**config.mk**
```make
export PLATFORM = sky130hd
export DESIGN_NAME = move_select_ctrl
export DESIGN_NICKNAME = d
export VERILOG_FILES = /design/src/rtl/move_select_ctrl.sv
export SDC_FILE = /design/constraint.sdc
export NUM_CORES = 1
export LEC_CHECK = 0
export BUFFER_PORTS_ARGS = -buffer_cell sky130_fd_sc_hd__buf_4
export CAP_MARGIN = 5
export CELL_PAD_IN_SITES_DETAIL_PLACEMENT = 0
export CELL_PAD_IN_SITES_GLOBAL_PLACEMENT = 1
export CORE_AREA = 8 8 260 262
export DETAILED_ROUTE_END_ITERATION = 6
export DIE_AREA = 0 0 268 270
export GPL_ROUTABILITY_DRIVEN = 0
export PLACE_DENSITY = 0.74
export SYNTH_ARGS = -nofsm -noshare
export SYNTH_HDL_FRONTEND = slang
export SYNTH_SLANG_ARGS = --single-unit
```
**constraint.sdc**
```tcl
create_clock -name CLOCK_50 -period 11.9 [get_ports CLOCK_50]
set_clock_uncertainty 0.15 [all_clocks]
set_input_delay 1.19 -clock CLOCK_50 [delete_from_list [all_inputs] [get_ports CLOCK_50]]
set_output_delay 1.19 -clock CLOCK_50 [all_outputs]
set_load 0.01 [all_outputs]
```
**src/rtl/move_select_ctrl.sv**
```systemverilog
// Chess move-selection controller: cursor and source selection, on-board move
// preview, and a req/ack/done handshake (with timeout) to an external move validator.
module move_select_ctrl #(
  parameter int  BOARD_W    = 8,
  parameter int  BOARD_H    = 8,
  parameter int  PIECE_W    = 4,
  parameter int  EMPTY_CODE = 15,
  parameter int  P1_MAX     = 5,
  parameter int  HOME_X     = 3,
  parameter int  HOME_Y     = 3,
  parameter int  WRAP       = 1,
  parameter int  TIMEOUT    = 1023,
  localparam int XW         = (BOARD_W > 1) ? $clog2(BOARD_W) : 1,
  localparam int YW         = (BOARD_H > 1) ? $clog2(BOARD_H) : 1,
  localparam int PW         = 2 * (XW + YW)
) (
  input  logic               CLOCK_50,
  input  logic               reset,
  input  logic               enable,
  input  logic               player,
  input  logic               curr_player,
  input  logic               dir,
  input  logic               key_dec,
  input  logic               key_inc,
  input  logic               key_enter,
  input  logic               key_cancel,
  input  logic [PIECE_W-1:0] stable_board [BOARD_W][BOARD_H],
  input  logic               val_ack,
  input  logic               val_done,
  input  logic               val_legal,
  output logic [PIECE_W-1:0] disp_board [BOARD_W][BOARD_H],
  output logic               cursor_hl [BOARD_W][BOARD_H],
  output logic               src_hl [BOARD_W][BOARD_H],
  output logic               val_req,
  output logic [PW-1:0]      move_packet,
  output logic [PIECE_W-1:0] sel_piece,
  output logic               moved,
  output logic               rejected,
  output logic               timed_out,
  output logic [15:0]        move_count,
  output logic [2:0]         state
);

  localparam logic [2:0] WAIT_TURN = 3'd0;
  localparam logic [2:0] PIECE_SEL = 3'd1;
  localparam logic [2:0] POS_SEL   = 3'd2;
  localparam logic [2:0] VAL_REQ   = 3'd3;
  localparam logic [2:0] VAL_WAIT  = 3'd4;
  localparam int         CW        = $clog2(TIMEOUT + 1);

  logic [2:0]         state_r, state_s;
  logic [XW-1:0]      cur_x_r, cur_x_s, src_x_r, src_x_s, mv_x_s;
  logic [YW-1:0]      cur_y_r, cur_y_s, src_y_r, src_y_s, mv_y_s;
  logic [PIECE_W-1:0] sel_s, piece_s;
  logic [PW-1:0]      pkt_s;
  logic               val_req_s, moved_s, rejected_s, timed_out_s;
  logic               at_src_s, preview_s, cur_hl_en_s;
  logic [15:0]        count_s;
  logic [CW-1:0]      tmo_r, tmo_s;
  logic [PIECE_W-1:0] disp_s [BOARD_W][BOARD_H];

  function automatic logic own_f(input logic [PIECE_W-1:0] c, input logic p);
    if (c == PIECE_W'(EMPTY_CODE)) begin
      own_f = 1'b0;
    end else if (p) begin
      own_f = (c <= PIECE_W'(P1_MAX));
    end else begin
      own_f = (c > PIECE_W'(P1_MAX));
    end
  endfunction

  // Wrap or saturate one coordinate; valid for any board size, not only powers of two.
  function automatic int step_f(input int v, input int lim, input logic up);
    if (up) begin
      step_f = (v >= lim - 32'sd1) ? ((WRAP != 0) ? 32'sd0 : lim - 32'sd1) : v + 32'sd1;
    end else begin
      step_f = (v <= 32'sd0) ? ((WRAP != 0) ? lim - 32'sd1 : 32'sd0) : v - 32'sd1;
    end
  endfunction

  assign state       = state_r;
  assign piece_s     = stable_board[cur_x_r][cur_y_r];
  assign at_src_s    = (cur_x_r == src_x_r) && (cur_y_r == src_y_r);
  assign preview_s   = (state_r == POS_SEL) || (state_r == VAL_REQ) || (state_r == VAL_WAIT);
  assign cur_hl_en_s = (player == curr_player) && ((state_r == PIECE_SEL) || (state_r == POS_SEL));

  // Candidate cursor after this cycle's movement key; key_dec wins over key_inc.
  always_comb begin
    mv_x_s = cur_x_r;
    mv_y_s = cur_y_r;
    if (key_dec) begin
      if (dir) mv_x_s = XW'(step_f(int'(cur_x_r), BOARD_W, 1'b0));
      else     mv_y_s = YW'(step_f(int'(cur_y_r), BOARD_H, 1'b1));
    end else if (key_inc) begin
      if (dir) mv_x_s = XW'(step_f(int'(cur_x_r), BOARD_W, 1'b1));
      else     mv_y_s = YW'(step_f(int'(cur_y_r), BOARD_H, 1'b0));
    end else begin
      mv_x_s = cur_x_r;
      mv_y_s = cur_y_r;
    end
  end

  // Next-state logic: turn loss > cancel > enter (on pre-move cursor) > movement.
  always_comb begin
    state_s     = state_r;
    cur_x_s     = cur_x_r;
    cur_y_s     = cur_y_r;
    src_x_s     = src_x_r;
    src_y_s     = src_y_r;
    sel_s       = sel_piece;
    pkt_s       = move_packet;
    val_req_s   = val_req;
    moved_s     = 1'b0;
    rejected_s  = 1'b0;
    timed_out_s = 1'b0;
    count_s     = move_count;
    tmo_s       = tmo_r;
    case (state_r)
      WAIT_TURN: begin
        if (enable && (player == curr_player)) begin
          state_s = PIECE_SEL;
          cur_x_s = XW'(HOME_X);
          cur_y_s = YW'(HOME_Y);
          src_x_s = XW'(HOME_X);
          src_y_s = YW'(HOME_Y);
        end else begin
          state_s = WAIT_TURN;
        end
      end
      PIECE_SEL, POS_SEL: begin
        if (player != curr_player) begin
          state_s = WAIT_TURN;
        end else if (!enable) begin
          state_s = state_r;
        end else if ((state_r == POS_SEL) && key_cancel) begin
          state_s = PIECE_SEL;
          cur_x_s = src_x_r;
          cur_y_s = src_y_r;
        end else begin
          cur_x_s = mv_x_s;
          cur_y_s = mv_y_s;
          if (!key_enter) begin
            state_s = state_r;
          end else if ((state_r == PIECE_SEL) ? own_f(piece_s, player) : (!at_src_s && own_f(piece_s, player))) begin
            state_s = POS_SEL;
            src_x_s = cur_x_r;
            src_y_s = cur_y_r;
            sel_s   = piece_s;
          end else if (state_r == PIECE_SEL) begin
            state_s = PIECE_SEL;
          end else if (at_src_s) begin
            state_s = PIECE_SEL;
          end else begin
            state_s   = VAL_REQ;
            pkt_s     = {src_x_r, src_y_r, cur_x_r, cur_y_r};
            val_req_s = 1'b1;
            tmo_s     = {CW{1'b0}};
          end
        end
      end
      VAL_REQ: begin
        if (tmo_r == CW'(TIMEOUT - 1)) begin
          state_s     = POS_SEL;
          val_req_s   = 1'b0;
          timed_out_s = 1'b1;
          rejected_s  = 1'b1;
        end else if (val_ack) begin
          state_s   = VAL_WAIT;
          val_req_s = 1'b0;
          tmo_s     = tmo_r + CW'(1);
        end else begin
          tmo_s = tmo_r + CW'(1);
        end
      end
      VAL_WAIT: begin
        if (val_done && val_legal) begin
          state_s = WAIT_TURN;
          moved_s = 1'b1;
          count_s = move_count + 16'd1;
        end else if (val_done) begin
          state_s    = POS_SEL;
          rejected_s = 1'b1;
        end else if (tmo_r == CW'(TIMEOUT - 1)) begin
          state_s     = POS_SEL;
          timed_out_s = 1'b1;
          rejected_s  = 1'b1;
        end else begin
          tmo_s = tmo_r + CW'(1);
        end
      end
      default: begin
        state_s   = WAIT_TURN;
        val_req_s = 1'b0;
      end
    endcase
  end

  // Display image and highlight masks; the preview lifts the source and drops it on the cursor.
  always_comb begin
    for (int x = 0; x < BOARD_W; x++) begin
      for (int y = 0; y < BOARD_H; y++) begin
        if (preview_s && (x == int'(cur_x_r)) && (y == int'(cur_y_r))) begin
          disp_s[x][y] = sel_piece;
        end else if (preview_s && (x == int'(src_x_r)) && (y == int'(src_y_r))) begin
          disp_s[x][y] = PIECE_W'(EMPTY_CODE);
        end else begin
          disp_s[x][y] = stable_board[x][y];
        end
        cursor_hl[x][y] = cur_hl_en_s && (x == int'(cur_x_r)) && (y == int'(cur_y_r));
        src_hl[x][y]    = preview_s && (x == int'(src_x_r)) && (y == int'(src_y_r));
      end
    end
  end

  // State and output registers.
  always_ff @(posedge CLOCK_50 or posedge reset) begin
    if (reset) begin
      state_r     <= WAIT_TURN;
      cur_x_r     <= XW'(HOME_X);
      cur_y_r     <= YW'(HOME_Y);
      src_x_r     <= XW'(HOME_X);
      src_y_r     <= YW'(HOME_Y);
      sel_piece   <= PIECE_W'(EMPTY_CODE);
      move_packet <= {PW{1'b0}};
      val_req     <= 1'b0;
      moved       <= 1'b0;
      rejected    <= 1'b0;
      timed_out   <= 1'b0;
      move_count  <= 16'd0;
      tmo_r       <= {CW{1'b0}};
      for (int x = 0; x < BOARD_W; x++) begin
        for (int y = 0; y < BOARD_H; y++) begin
          disp_board[x][y] <= PIECE_W'(EMPTY_CODE);
        end
      end
    end else begin
      state_r     <= state_s;
      cur_x_r     <= cur_x_s;
      cur_y_r     <= cur_y_s;
      src_x_r     <= src_x_s;
      src_y_r     <= src_y_s;
      sel_piece   <= sel_s;
      move_packet <= pkt_s;
      val_req     <= val_req_s;
      moved       <= moved_s;
      rejected    <= rejected_s;
      timed_out   <= timed_out_s;
      move_count  <= count_s;
      tmo_r       <= tmo_s;
      disp_board  <= disp_s;
    end
  end

endmodule

```
==> impl_metrics.json <==
{
  "rsz0062_at_grt": "false",
  "hold_class": "flop to flop",
  "placed_cell_area_sq_um": 22670,
  "path_cells": "nor3b_1 > or2_2 > nand3_1 > nor2_1 > buf_4",
  "synth_nets": 2061,
  "initial_core_util_pct": 26.40,
  "nets": 2712,
  "cts_tree": "done",
  "status": "completed",
  "swShare_pct": 41.91,
  "finalPower_mw": 4.425,
  "dieArea_sq_um": 72360,
  "synth_cells": 1775,
  "finalNonFillerCells": 3318,
  "ios": 692,
  "htree_levels": 2,
  "seq_power_share_pct": 32.2,
  "power.internal_mw": 2.571,
  "post_cts_resized": 0,
  "via_per_inst": 5.321,
  "combPwrFrac_pct": 38.1,
  "clkPwrFrac_pct": 29.7,
  "worstPathMaxFanout": 20,
  "cp.required_ns": 10.56,
  "antenna_found_initial": 11,
  "drive_gt1_share_pct": 44.50,
  "drtIter0Drc": 1723,
  "min_from": "move_count[15]",
  "hpwl_um": 80290,
  "critical_path_arrival_ns": 4.33,
  "power-per-cell-area_nw_per_um2": 183.6,
  "syn-cell-area_sq_um": 16800,
  "areaGrowthSynthToFinish_pct": 43.41,
  "cts_setup_buffers": 0,
  "critPathKind": "flop to primary output",
  "yosys_warnings": 0,
  "post-place-cells": 3238,
  "tightest_slew_ns": 1.065,
  "synth_edf_count": 0,
  "ys_seq_area_share_pct": 49.20,
  "grt_pass1_vias": 17960,
  "wl_per_cell_um": 30.80,
  "clk_pin_slew_ns": 0.06,
  "fmax_mhz": 176.2,
  "num_vias": 17650,
  "ys_ff_latch": 317,
  "clk_latency_ns": 0.58,
  "critPathSlowestCell": "nand3_1",
  "numCtsBuffers": 41,
  "grt_pass1_wl_um": 141600,
  "postCtsHoldBufs": 0,
  "synthFlopType": "dfstp_2",
  "drv_slew": 0,
  "fp.dieH_um": 270,
  "drc_errors": 0,
  "end_kind": "primary output",
  "mostFrequentLayoutCell": "buf_4",
  "wirelength_um": 102200,
  "power.leakage_nw": 10.45,
  "synth_area_per_cell_sq_um": 9.468,
  "startpoint": "state[2]",
  "reg2reg_from": "cur_x_r[0]",
  "critPathBufInv": 1,
  "async_reset_ff_share_pct": 100.0,
  "finalCritPeriodShare_pct": 47.68,
  "slew-limit-headroom_pct": 29.03,
  "clock_path_buffers": 3,
  "antenna_left": 0,
  "ys_types": 73,
  "fin_tns_setup_ns": 0,
  "hold_violations": 0,
  "layout_common_cells": "buf_4, nor2_1, dfstp_2, nand2_1, o21ai_0",
  "crit_family": "simple AND/OR/NAND/NOR gates",
  "grt_start_max_net_pins": 97,
  "io_buffer_count": 691,
  "vdd_drop_max_mv": 0.1505,
  "num_rows": 93,
  "cts_sinks": 317,
  "drtPass1Iterations": 5,
  "power.net_switching_mw": 1.855,
  "clockRootBuffer": "clkbuf_16",
  "finalInstanceArea_sq_um": 24100,
  "dp_worst_setup_slack_ns": 6.663,
  "start_kind": "flop",
  "setup_viol_count_final": 0,
  "final.min_clock_period_ns": 5.674,
  "setup_slack_ns": 6.226,
  "fp.dieW_um": 268,
  "critPathMaxStageDelay_ns": 0.82,
  "core_sq_um": 63650,
  "overflow": 0,
  "gr-usage-all-layers_pct": 27.06,
  "drv_cap": 0
}
[Yosys cell counts, types with 6 or more instances]
master	instances	area [sq um]
nand3_1	51	255.2
mux2i_1	84	840.8
a32oi_1	6	52.55
o22a_1	96	840.8
a22o_1	7	61.31
dfrtp_1	49	1226
xnor2_1	19	166.4
nor2b_1	16	100.1
dfstp_2	268	7042
clkbuf_1	70	262.8
nand4_1	19	118.9
a21oi_1	104	520.5
o21bai_1	6	45.04
o21ai_0	151	755.7
buf_2	11	55.05
a22oi_1	31	232.7
nor3_1	12	60.06
nor4_1	6	37.54
buf_6	13	146.4
ha_1	17	212.7
inv_1	18	67.56
o21ai_1	8	40.04
nor2_1	406	1524
nand2b_1	7	43.79
mux4_2	24	540.5
and2_1	10	62.56
and3_1	9	56.30
nand2_1	170	638.1
[flip-flops by register name (all words and copies together) (netlist names)]
register,cells
move_count,16
disp_board,256
rejected,1
cur_x_r,3
sel_piece,4
src_x_r,3
timed_out,1
state,3
val_req,1
cur_y_r,3
move_packet,12
tmo_r,10
moved,1
src_y_r,3
[cells by family after synthesis]
group	share of synthesized area [%]
xor gates and xnor gates	1.251
and+or+nand+nor	18.15
AOI/OAI and AO/OA	17.72
DFF	49.20
muxes	8.555
adders and majority gates	1.266
buffers and inverters	3.857
[final timing paths]
kind | to | slack, ns | depth (start not counted)
setup / recovery | src_hl[41] | 6.23 | 5
hold / removal | move_count[15] | 0.33 | 1
setup reg to reg | move_packet[3] | 6.64 | 10
hold reg to reg | move_count[15] | 0.33 | 1
max in group asynchronous | cur_x_r[2] | 9.37 | 3
min in group asynchronous | disp_board[33] | 0.92 | 2
[power by group through the flow]
stage	logic, mW	clock network [mW]	registers [mW]
6_report	1.69	1.32	1.42
5_1_grt	1.78	1.38	1.44
4_1_cts	1.68	1.34	1.42
3_5_place_dp	1.67	0	1.43
3_3_place_gp	1.65	0	1.43
2_1_floorplan	1.06	0	1.30
[stage by stage]
stage          util, %  hold slack [ns]
2_1_floorplan        -           0.3576
3_3_place_gp     35.62           0.3151
3_5_place_dp     35.62           0.3268
4_1_cts          37.84           0.3344
5_1_grt          37.86           0.3492
6_report         37.86           0.3316
[routing by layer]
layer	vias up	track usage (%)	share of wire, %	routed length (um)
li1	7569	-	-	-
met1	8808	33.48	39	40130
met2	1068	44.08	47	47720
met3	207	7.309	9.6	9764
met4	2	11.29	4.5	4569
met5	-	0	0.013	13
[worst reg2reg max path: cells and delay by family, from the launching register on]
kind                   cells  cell delay (ns)
buffers and inverters      1             0.61
AOI/OAI and AO/OA          4             1.36
and+or+nand+nor            5             1.93
DFF                        1             1.06
[area by class of cell]
cell class	count	area, sq um
fill	6393	39550
inverter	21	86.33
multi-input combinational	1334	7889
timing repair buffer	711	5338
sequential	317	8290
antenna	7	17.52
clock buffer	56	1184
clock inverter	17	226.5
tap	855	1070
(Power assumes the default switching activity.)
